--- src/rtl/dds_phase_acc.sv ---
// dds_phase_acc
//   Phase-accumulator stage feeding the waveform ROM. Holds a frequency
//   tuning word (FTW) that is stepped up/down by active-low front-panel keys
//   while the system is in frequency mode. Each clock the accumulator
//   advances by the FTW. The top ADDR_W bits plus a phase offset form the
//   registered ROM address. A one-cycle sync pulse marks every accumulator
//   wrap.
//
// Ports
//   clk_i        system clock
//   clk_en_i     asynchronous active-low reset
//   FSM_state    system mode; FTW/step keys act only in FREQMODE (3'b010)
//   nkey_up      raw active-low key, raises FTW by the current step
//   nkey_down    raw active-low key, lowers FTW by the current step
//   nkey_step    raw active-low key, cycles the step index 0..3
//   phase_off_i  phase offset added to the ROM address
//   addr_o       registered ROM address
//   ftw_o        current frequency tuning word
//   step_idx_o   current step index (step = STEP_BASE << 2*step_idx)
//   sync_o       one-cycle pulse, aligned with the first post-wrap address
module dds_phase_acc #(
    parameter int unsigned          ACC_W       = 32,
    parameter int unsigned          ADDR_W      = 11,
    parameter logic [ACC_W-1:0]     FTW_DEFAULT = 32'd2097152,
    parameter logic [ACC_W-1:0]     FTW_MIN     = 32'd65536,
    parameter logic [ACC_W-1:0]     FTW_MAX     = 32'h4000_0000,
    parameter logic [ACC_W-1:0]     STEP_BASE   = 32'd65536
) (
    input  logic              clk_i,
    input  logic              clk_en_i,
    input  logic [2:0]        FSM_state,
    input  logic              nkey_up,
    input  logic              nkey_down,
    input  logic              nkey_step,
    input  logic [ADDR_W-1:0] phase_off_i,
    output logic [ADDR_W-1:0] addr_o,
    output logic [ACC_W-1:0]  ftw_o,
    output logic [1:0]        step_idx_o,
    output logic              sync_o
);

    localparam logic [2:0] FREQMODE = 3'b010;

    // 2^(ACC_W-1), expressed in ACC_W+1 bits for the range check below.
    localparam logic [ACC_W:0] ACC_HALF = (ACC_W + 1)'(1) << (ACC_W - 1);

    // The saturating arithmetic relies on FTW_MAX staying below half the
    // accumulator range and on the default lying inside the limits.
    if ((FTW_MIN > FTW_DEFAULT) || (FTW_DEFAULT > FTW_MAX) ||
        ({1'b0, FTW_MAX} >= ACC_HALF) || (ADDR_W > ACC_W)) begin : g_bad_params
        $error("dds_phase_acc: FTW parameters out of range");
    end

    // Key bit order: [0]=up, [1]=down, [2]=step.
    logic [2:0] key_raw;
    logic [2:0] key_meta_q, key_meta_d;
    logic [2:0] key_sync_q, key_sync_d;
    logic [2:0] key_prev_q, key_prev_d;
    logic [2:0] key_ev;

    logic [ACC_W-1:0]  acc_q, acc_d;
    logic              carry_q, carry_d;
    logic [ADDR_W-1:0] addr_q, addr_d;
    logic              sync_q, sync_d;
    logic [ACC_W-1:0]  ftw_q, ftw_d;
    logic [1:0]        step_idx_q, step_idx_d;

    logic              freq_mode;
    logic [ACC_W:0]    step_amt;
    logic [ACC_W:0]    up_sum;
    logic [ACC_W:0]    down_diff;
    logic [ACC_W-1:0]  up_sat;
    logic [ACC_W-1:0]  down_sat;

    assign key_raw = {nkey_step, nkey_down, nkey_up};

    // Key path: two-flop synchroniser then a previous-value flop; an event
    // is the cycle where the synchronised key has just gone low.
    always_comb begin
        key_meta_d = key_raw;
        key_sync_d = key_meta_q;
        key_prev_d = key_sync_q;
        key_ev     = ~key_sync_q & key_prev_q;
    end

    // FTW arithmetic is done one bit wider than the accumulator so neither
    // the up-sum nor the down-difference can wrap before saturation.
    always_comb begin
        freq_mode = (FSM_state == FREQMODE);
        step_amt  = {1'b0, STEP_BASE} << {step_idx_q, 1'b0};
        up_sum    = {1'b0, ftw_q} + step_amt;
        down_diff = {1'b0, ftw_q} - step_amt;

        if (up_sum > {1'b0, FTW_MAX}) begin
            up_sat = FTW_MAX;
        end else begin
            up_sat = up_sum[ACC_W-1:0];
        end

        // Top bit set means the subtraction borrowed (ftw < step).
        if (down_diff[ACC_W] || (down_diff[ACC_W-1:0] < FTW_MIN)) begin
            down_sat = FTW_MIN;
        end else begin
            down_sat = down_diff[ACC_W-1:0];
        end
    end

    // FTW / step index update. Events outside FREQMODE are simply dropped.
    // A step event alongside up/down uses the old step for the FTW change.
    always_comb begin
        ftw_d      = ftw_q;
        step_idx_d = step_idx_q;
        if (freq_mode) begin
            if (key_ev[0] && !key_ev[1]) begin
                ftw_d = up_sat;
            end else if (key_ev[1] && !key_ev[0]) begin
                ftw_d = down_sat;
            end
            if (key_ev[2]) begin
                step_idx_d = step_idx_q + 2'd1;
            end
        end
    end

    // Accumulator datapath. The address is taken from the pre-update
    // accumulator, so it trails acc by one edge; sync is the registered
    // carry, which lines it up with the first post-wrap address.
    always_comb begin
        {carry_d, acc_d} = {1'b0, acc_q} + {1'b0, ftw_q};
        addr_d           = acc_q[ACC_W-1 -: ADDR_W] + phase_off_i;
        sync_d           = carry_q;
    end

    always_ff @(posedge clk_i or negedge clk_en_i) begin
        if (!clk_en_i) begin
            key_meta_q <= '1;
            key_sync_q <= '1;
            key_prev_q <= '1;
            acc_q      <= '0;
            carry_q    <= 1'b0;
            addr_q     <= '0;
            sync_q     <= 1'b0;
            ftw_q      <= FTW_DEFAULT;
            step_idx_q <= '0;
        end else begin
            key_meta_q <= key_meta_d;
            key_sync_q <= key_sync_d;
            key_prev_q <= key_prev_d;
            acc_q      <= acc_d;
            carry_q    <= carry_d;
            addr_q     <= addr_d;
            sync_q     <= sync_d;
            ftw_q      <= ftw_d;
            step_idx_q <= step_idx_d;
        end
    end

    assign addr_o     = addr_q;
    assign ftw_o      = ftw_q;
    assign step_idx_o = step_idx_q;
    assign sync_o     = sync_q;

endmodule

--- config.mk ---
export PLATFORM = sky130hd
export DESIGN_NAME = dds_phase_acc
export DESIGN_NICKNAME = d
export VERILOG_FILES = /design/src/rtl/dds_phase_acc.sv
export SDC_FILE = /design/constraint.sdc
export NUM_CORES = 1
export LEC_CHECK = 0
export ABC_AREA = 1
export BUFFER_PORTS_ARGS = -buffer_cell sky130_fd_sc_hd__buf_2
export CAP_MARGIN = 30
export CORE_MARGIN = 5
export CORE_UTILIZATION = 55
export DETAILED_ROUTE_END_ITERATION = 10
export GPL_TIMING_DRIVEN = 0
export PLACE_DENSITY_LB_ADDON = 0.12
export SETUP_SLACK_MARGIN = 0.4
export SLEW_MARGIN = 20
export SYNTH_ARGS = -nofsm -noshare
export SYNTH_HDL_FRONTEND = slang
export SYNTH_SLANG_ARGS = --single-unit
--- constraint.sdc ---
create_clock -name clk_i -period 3 [get_ports clk_i]
set_input_delay 0.6 -clock clk_i [delete_from_list [all_inputs] [get_ports clk_i]]
set_output_delay 0.6 -clock clk_i [all_outputs]
set_load 0.1 [all_outputs]
==> results of run 1 <==
per-stage QoR:
step	std cells	area (sq um)	hold WS, ns
6_report	1076	7810	0.170
5_1_grt	1076	7810	0.194
4_1_cts	1061	7450	0.173
3_5_place_dp	1018	6780	0.343
3_3_place_gp	1017	6750	0.333
2_1_floorplan	816	6270	0.304
worst register-to-register path: cells and delay by family, from the launching register on:
kind,cells,cell delay (ns)
buffers and inverters,6,0.56
adders and majority gates,2,0.40
DFF,1,0.54
xor gates and xnor gates,1,0.20
and+or+nand+nor,10,1.03
timing repair:
item | in CTS | in global routing
endpoints found under the hold margin | 0 | 0
gates resized for setup | 56 | 71
pin swaps | 23 | 46
endpoints found under the setup margin | 28 | 32
setup buffers | 25 | 14
hold buffers | 0 | 0
cloned | 2 | 1
flip-flops by register name, summed over array words and instances, names as in the netlist:
signal / count
step_idx_o: 2
addr_o: 11
carry_q: 1
acc_q: 30
sync_o: 1
ftw_o: 29
key_prev_q: 3
key_meta_q: 3
key_prev_d: 3
placed cells by master (no fill, tap or decap), types with 3 or more instances in the layout:
cell type  instances
nand3_4            4
dfrtp_2            5
nor2_1            48
nor2_2             5
clkbuf_1           6
nor3_1            10
xnor2_1           11
nand3_2           19
nand3_1           43
buf_16             3
nand2_1          187
nor2_4             7
a21o_1             5
buf_2             63
inv_1             75
a31oi_1            4
dfstp_2           10
nand2_2           50
inv_2              7
o21ai_0           17
inv_6              5
nand4_1           35
xor2_1            36
buf_4             39
nand3b_1           3
inv_4              4
clkbuf_8           9
conb_1             5
a21oi_1           41
dfrtp_1           66
buf_6              9
nand2_4           15
ha_1              45
ha_4              12
how the worst max path moves through the flow:
stage | startpoint | end | slack, ns | cells after the start
after floorplan | step_idx_o[1] | ftw_o[14] | 0.37 | 22
final | step_idx_o[1] | ftw_o[19] | 0.23 | 19
after global routing | step_idx_o[0] | ftw_o[18] | 0.05 | 22
after global placement | step_idx_o[0] | ftw_o[24] | 0.25 | 19
after CTS | step_idx_o[1] | ftw_o[19] | 0.33 | 21
after detailed placement | step_idx_o[0] | ftw_o[26] | 0.16 | 19
area by class of cell:
cell class / count / area share (%)
Clock inverter: 6 / 0.929
Clock buffer: 10 / 1.63
Sequential cell: 83 / 26.9
Inverter: 90 / 4.66
Multi-Input combinational cell: 623 / 52.3
Timing Repair Buffer: 104 / 9.41
Buffer: 20 / 1.94
Tap cell: 140 / 2.24
metal layers:
layer  wire, um  part of all wire [%]  global-route usage [%]
met5          0                     0                       0
met4        478                   2.9                    9.55
met3        984                   6.0                    5.89
met2       7810                    47                    40.5
met1       7200                    44                    32.6
cell families after synthesis:
group	count (synthesis)	synth area share, %
AND/OR/NAND/NOR	433	31.5
buffers and inverters	110	7.95
other	1	0.0616
XOR/XNOR	47	6.76
flip-flops	83	34.3
AO/OA/AOI/OAI	80	7.34
adder cells (fa/ha/maj)	58	12.0
==> metrics.txt, run 1 <==
status finished clean; TritonCTS Buffers 9; Tot GR Track Use 25.0%; Yosys warnings 0; Register Area 2100 sq um; Mapped Cells around 800; row count 38; area of the multi-input gates between 4000 and 5000 sq um; Max Clock Freq 0.361 GHz; Seq cells post-synth 83; top cells by count, synth 240 x nand2_1, 84 x inv_1, 73 x dfrtp_1; CP max FO 5; Post-DP HPWL 12000 um; hold crit path type primary input to asynchronous set/reset pin; initial antenna violation count 0; worst path cell trace inv_6 > ha_4 > inv_4 > ha_4 > inv_4 > nand3_2 > nand2_4 > buf_4 > xor2_1 > nand4_1 > nor2_2 > nand4_4 > nand2_4 > buf_6 > buf_16 > nand3_4 > nand2_2 > nand2_2 > nand2_2; cell taking the most area after synthesis dfrtp_1; number of global-route vias before repair 5755; # H-tree levels 3; Setup Crit Path Kind flop to flop; Yosys top cell area share 30.0%; endpoint class of the critical path flop; Vias/cell about 5.5; Top Ports 65; final slew viol count 0; worst path bufs/invs 6; Fillers 892; Synth area leaders dfrtp_1 30%, nand2_1 15%, ha_1 12%; CP Launch Type flop; Post-synth EDFFs 0; die height 115 um; Worst EP arrival 3.09 ns; drt first pass iters 5; Final Hold Viols 0; R2R cell count 19; Die X-Extent around 120 um; Rel. slew slack between 50% and 60%; RR Endpoint ftw_o[19]; Starting Density 56.2%; asr flop ratio synth 100%; Seq/Total Area, Yosys 34.3%; post-route minimum period 2.77 ns; Final Util 72.0%; Final ANT Viol Nets 0; residual DRC count 0; largest net degree at the start of global routing 52; sum of negative setup slack 0 ns; first-pass GRT wire length 26500 um; CP dominant cell by count nand2_2; cell area after synthesis slightly above 6000 sq um; GRT Residual Overflow 0; critical path's largest stage delay 0.54 ns; Root Driver clkbuf_8; total die area 13300 sq um; skew final 0.0122 ns; clk slew on worst S/H paths 0.09 ns; Worst-Skew Late Latency 0.37 ns; RSZ-0062 raised after global routing true; Yosys cell types 42; CP required 3.32 ns; Placer Congestion between 0.9 and 1; core area between 10000 and 15000 sq um; maxcap violations 0; CTS sink count 83; fraction of layout cells with a size suffix above 1 slightly above 30%; total wire length 16500 um; 1st-iter DRT viols 516; final setup margin between 0.2 and 0.25 ns; Max Buffers Root-to-Sink 2; drt wl/cell 15.3 um; Avg Inst Size Synth 7.50 sq um; Slew @ Worst Pin 0.612 ns; critical path's top delay family simple AND/OR/NAND/NOR gates; worst reg2reg setup slack 0.23 ns; Layout Nets just over 1000; slowest cell on the critical path dfrtp_4; crit share post-route 92.3%; Area Growth Syn to Fin 28.2%; worst flop-to-flop path startpoint step_idx_o[1]; Setup WS pre-CTS 0.160 ns; vias post-DR 5922; final setup fails 0; count leader, synth nand2_1; dominant synthesized flop cell dfrtp_1; PortBufs roughly 60; ant diodes 0; CTS tree yes
Power of run 1 is not shown: default switching activity piles up to over one toggle a cycle in this logic, so the estimate is an artifact.
==> inputs of run 2 (changes only) <==
--- a/config.mk
+++ b/config.mk
@@ -5,15 +5,16 @@
 export SDC_FILE = /design/constraint.sdc
 export NUM_CORES = 1
 export LEC_CHECK = 0
-export ABC_AREA = 1
+export ABC_AREA = 0
 export BUFFER_PORTS_ARGS = -buffer_cell sky130_fd_sc_hd__buf_2
 export CAP_MARGIN = 30
 export CORE_MARGIN = 5
 export CORE_UTILIZATION = 55
 export DETAILED_ROUTE_END_ITERATION = 10
 export GPL_TIMING_DRIVEN = 0
-export PLACE_DENSITY_LB_ADDON = 0.12
+export PLACE_DENSITY_LB_ADDON = 0.1
 export SETUP_SLACK_MARGIN = 0.4
+export SKIP_LAST_GASP = 1
 export SLEW_MARGIN = 20
 export SYNTH_ARGS = -nofsm -noshare
 export SYNTH_HDL_FRONTEND = slang
==> metrics.txt, run 2 <==
Slew @ Worst Pin a little over 0.6 ns; die height 109 um; CTS sink count 83; placed insts 780; Final ANT Viol Nets 0; first-pass GRT wire length 22600 um; Vias/cell 5.70; # H-tree levels 3; Worst-Skew Late Latency 0.37 ns; count leader, synth dfrtp_1; asr flop ratio synth 100%; drt wl/cell 16.1 um; register with the most flip-flops acc_q; CP max FO 8; Layout Nets just under 800; hold crit path type primary input to asynchronous set/reset pin; dominant synthesized flop cell dfrtp_1; met1 GRT Util 29.1%; 1st-iter DRT viols ~340; GRT Residual Overflow 0; ant diodes 0; Synth area leaders dfrtp_1 34%, ha_1 13%, dfstp_2 4.9%; hold_buf cts 0; final slew viol count 0; Die X-Extent about 110 um; grt met3 use ~4.3%; Rel. slew slack 58.8%; Leak 3.22 nW; initial antenna violation count 0; number of global-route vias before repair between 4000 and 5000; Post-DP HPWL 9490 um; Setup WS pre-CTS -0.749 ns; Register Area 2140 sq um; Worst EP arrival approximately 3.6 ns; clk slew on worst S/H paths 0.08 ns; placed cell areas 6080 sq um; max FFs per register 30; Max Buffers Root-to-Sink 2; PortBufs between 60 and 70; worst reg2reg setup slack -0.37 ns; met2 usage 41.3%; Fillers 751; critical path's top delay family compound AO/OA/AOI/OAI gates; Yosys warnings 0; Clock power frac 9.0%; TritonCTS Buffers 9; post-route minimum period 3.37 ns; Area Growth Syn to Fin 28.5%; Final Cell Area 6940 sq um; Sw Pwr 4.21 mW; slowest cell on the critical path dfrtp_4; Post-synth EDFFs 0; row count 36; total wire length between 10000 and 15000 um; final setup fails 26; most common cell after layout, fill and taps aside buf_2; Seq cells post-synth just over 80; critical path's largest stage delay between 0.5 and 0.6 ns; residual DRC count 0; Seq/Total Area, Yosys 38.7%; status finished, violations left; Final Hold Viols 0; Top Ports 65; Max Clock Freq 0.296 GHz; fin cells roughly 840; Setup Crit Path Kind flop to flop; top cells by count, synth 73 x dfrtp_1, 57 x ha_1, 46 x nand2_1; area of the multi-input gates 3450 sq um; Seq pwr share 22.7%; Final Util 71.7%; total die area 11900 sq um; cell taking the most area after synthesis dfrtp_1; largest net degree at the start of global routing 57; failing checks negative setup slack; Int Pwr approximately 3.7 mW; maxcap violations 0; RSZ-0062 raised after global routing true; Min Hold Slack 0.146 ns; Yosys top cell area share 33.8%; commonest cells after routing, fill and taps aside 61 x buf_2, 53 x dfrtp_1, 45 x nand2_1, 44 x ha_1, 43 x buf_4; cell area after synthesis around 5400 sq um; Starting Density 55.8%; Placer Congestion 0.985; drt first pass iters 5; CTS tree yes; worst vdd rail ir drop 0.634 mV; Net Sw Frac 53.2%; fraction of layout cells with a size suffix above 1 32.3%; core area 9680 sq um; final setup margin -0.373 ns; layer with the highest usage met2; Yosys cell types 62; Avg Inst Size Synth between 9 and 10 sq um; Comb power frac 68.2%; crit share post-route 112%; CP Launch Type flop; skew final 0.00949 ns; Root Driver clkbuf_8; endpoint class of the critical path flop; Tot GR Track Use 24.0%; CP required 3.26 ns; worst path cell trace inv_4 > ha_4 > inv_4 > ha_4 > nand3b_1 > and2_4 > buf_6 > a211o_1 > or3_4 > mux2_4 > nand3_4 > o31ai_4 > buf_6 > a221o_1 > a22o_1; worst path bufs/invs 4; Pwr per Cell Area 1140 nW/um^2; Mapped Cells roughly 580; vias post-DR 4803
==> run 2: metrics by stage <==
stage | setup TNS (ns) | power (mW)
3_3_place_gp | -16.13 | 6.39
2_1_floorplan | -9.04 | 5.60
6_report | -6.71 | 7.91
4_1_cts | -7.12 | 7.66
3_5_place_dp | -16.63 | 6.52
5_1_grt | -9.91 | 8.46
==> run 2: power by group through the flow <==
stage	combinational (mW)	sequential (mW)	clock, mW
2_1_floorplan	2.53	3.07	0
3_3_place_gp	4.58	1.81	0
3_5_place_dp	4.70	1.82	0
4_1_cts	5.13	1.80	0.724
5_1_grt	5.85	1.84	0.776
6_report	5.40	1.80	0.714
==> run 2: kinds of logic after synthesis <==
family / share of synthesized area, %
AOI/OAI and AO/OA: 19.2
xor gates and xnor gates: 6.49
adders and majority gates: 13.6
buffers and inverters: 4.68
DFF: 38.7
muxes: 0.857
other: 0.0694
and+or+nand+nor: 16.5
==> run 2: final timing paths <==
| path | cells after the start | to | startpoint |
|---|---|---|---|
| setup / recovery | 15 | ftw_o[23] | step_idx_o[1] |
| hold / removal | 1 | sync_o | clk_en_i |
| setup reg to reg | 15 | ftw_o[23] | step_idx_o[1] |
| hold reg to reg | 0 | key_prev_d[0] | key_meta_q[0] |
| max in group asynchronous | 2 | ftw_o[21] | clk_en_i |
| min in group clk_i | 1 | key_meta_q[2] | nkey_step |
==> run 2: worst reg2reg max path, cell delays in order, from the launching register on <==
cell	delay, ns
dfrtp_4	0.51
inv_4	0.09
ha_4	0.14
inv_4	0.04
ha_4	0.21
nand3b_1	0.17
and2_4	0.15
buf_6	0.11
a211o_1	0.27
or3_4	0.34
mux2_4	0.32
nand3_4	0.10
o31ai_4	0.08
buf_6	0.15
a221o_1	0.36
a22o_1	0.22
==> run 2: layer usage <==
metal,vias to the layer above,part of all wire [%]
met5,-,0
met4,0,2.6
met3,29,5.7
met2,167,51
met1,2292,41
li1,2315,-
==> run 2: layout make-up <==
class	instances	area share [%]
Multi-Input combinational cell	443	49.7
Sequential cell	83	30.8
Timing Repair Buffer	109	10.3
Tap cell	133	2.40
Inverter	41	2.33
Buffer	18	2.13
Clock buffer	13	2.00
Clock inverter	3	0.361
==> run 2: repair_timing <==
item,in CTS,in global routing
pin swaps,29,43
resized for setup,51,35
buffers inserted,28,16
endpoints found under the setup margin,36,40
endpoints found under the hold margin,0,0
cloned,3,0
(Power assumes the default switching activity.)
==> inputs of run 3 (changes only) <==
--- a/config.mk
+++ b/config.mk
@@ -9,7 +9,7 @@
 export BUFFER_PORTS_ARGS = -buffer_cell sky130_fd_sc_hd__buf_2
 export CAP_MARGIN = 30
 export CORE_MARGIN = 5
-export CORE_UTILIZATION = 55
+export CORE_UTILIZATION = 35
 export DETAILED_ROUTE_END_ITERATION = 10
 export GPL_TIMING_DRIVEN = 0
 export PLACE_DENSITY_LB_ADDON = 0.1
==> metrics.txt, run 3 (synthesized netlist as in run 2, its figures left out) <==
status finished, violations left; failing checks negative setup slack; Area Growth Syn to Fin 35.3%; clk slew on worst S/H paths ~0.060 ns; Pwr per Cell Area 1160 nW/um^2; PortBufs 61; Setup Crit Path Kind flop to flop; Final Cell Area 7310 sq um; largest net degree at the start of global routing 49; core area about 15000 sq um; RSZ-0062 raised after global routing true; TritonCTS Buffers 9; sum of negative setup slack -5.71 ns; CP max FO 8; final setup margin -0.329 ns; initial antenna violation count 0; vias post-DR 4685; Min Hold Slack 0.210 ns; Starting Density ~36%; fraction of layout cells with a size suffix above 1 about a third; hold crit path type primary input to asynchronous set/reset pin; Final Hold Viols 0; Max Buffers Root-to-Sink 2; first-pass GRT wire length 23100 um; final slew viol count 0; post-route minimum period ~3.3 ns; Fillers 1437; CP Launch Type flop; final setup fails 27; placed cell areas 6150 sq um; Placer Congestion around 0.9; total die area 18000 sq um; Tot GR Track Use between 10% and 20%; Root Driver clkbuf_16; Top Ports 65; GRT Residual Overflow 0; register with the most flip-flops acc_q; skew final 0.00950 ns; drt first pass iters 5; endpoint class of the critical path flop; commonest cells after routing, fill and taps aside 61 x buf_2, 53 x dfrtp_1, 44 x nand2_1, 44 x ha_1, 43 x buf_4; Worst EP arrival ~3.6 ns; CTS sink count 83; ant diodes 0; die height 134 um; 1st-iter DRT viols 186; worst vdd rail ir drop 0.447 mV; Max Clock Freq between 0.3 and 0.4 GHz; total wire length 14200 um; worst reg2reg setup slack -0.33 ns; # H-tree levels 3; Post-DP HPWL 10200 um; Register Area roughly 2100 sq um; row count 45; RR Endpoint ftw_o[23]; max FFs per register 30; Vias/cell roughly 5.2; Rel. slew slack 58.4%; Worst-Skew Late Latency 0.35 ns; Layout Nets 783; R2R cell count 15; Final ANT Viol Nets 0; maxcap violations 0; crit share post-route 111%; residual DRC count 0; worst flop-to-flop path startpoint step_idx_o[1]; CP required 3.23 ns; Die X-Extent 134 um; number of global-route vias before repair 4674; Leak around 3.3 nW; most common cell after layout, fill and taps aside buf_2; drt wl/cell 15.8 um; Slew @ Worst Pin 0.623 ns; area of the multi-input gates about 3600 sq um; CTS tree yes
run 3: changes by cell type in the layout (fill, tap and decap cells not counted), sizes merged:
cell | before | now
buf | 116 | 119
clkbuf | 24 | 21
bufinv | 0 | 2
clkinv | 2 | 1
run 3: worst max path at each step:
stage	start	endpoint	cells after the start
2_1_floorplan	step_idx_o[0]	ftw_o[28]	14
3_3_place_gp	step_idx_o[0]	ftw_o[27]	15
3_5_place_dp	step_idx_o[0]	ftw_o[8]	14
4_1_cts	step_idx_o[1]	ftw_o[23]	15
5_1_grt	step_idx_o[1]	ftw_o[23]	15
6_report	step_idx_o[1]	ftw_o[23]	15
run 3: final cells by class:
class,instances,area share (%)
Multi-Input combinational cell,443,48.6
Sequential cell,83,29.2
Timing Repair Buffer,110,10.2
Clock buffer,12,3.51
Tap cell,188,3.22
Inverter,41,2.21
Buffer,18,2.02
Clock inverter,4,0.993
run 3: stage by stage:
step	setup WS, ns	cells	utilization (%)	power, mW
2_1_floorplan	-0.426	585	-	5.60
3_3_place_gp	-0.822	834	40.4	6.46
3_5_place_dp	-0.800	835	40.6	6.53
4_1_cts	-0.391	878	45.8	8.17
5_1_grt	-0.426	899	48.2	9.06
6_report	-0.329	899	48.2	8.47
run 3: worst max-delay path: stages (launching register included):
cell,delay [ns]
dfrtp_4,0.50
inv_4,0.08
ha_4,0.14
inv_4,0.04
ha_4,0.21
nand3b_1,0.17
and2_4,0.16
buf_6,0.11
a211o_1,0.28
or3_4,0.34
mux2_4,0.32
nand3_4,0.10
o31ai_4,0.06
buf_6,0.16
a221o_1,0.34
a22o_1,0.21
run 3: repair_timing:
action                                  CTS  global route
buffers inserted                         25            21
endpoints found under the setup margin   36            37
resized for setup                        53            51
cloned                                    2             0
pin swaps                                32            34
hold buffers                              0             0
run 3: per-layer routing:
| metal | GRT usage, % | up-vias | part of all wire (%) |
|---|---|---|---|
| li1 | - | 2322 | - |
| met1 | 20.1 | 2242 | 45 |
| met2 | 26.7 | 98 | 48 |
| met3 | 2.85 | 23 | 4.4 |
| met4 | 6.50 | 0 | 2.5 |
| met5 | 0 | - | 0 |
run 3: report_power, final:
group	switching (mW)	internal (mW)	leakage (nW)
clock	0.462	0.774	0.159
combinational	3.47	1.95	2.20
sequential	0.316	1.50	0.983
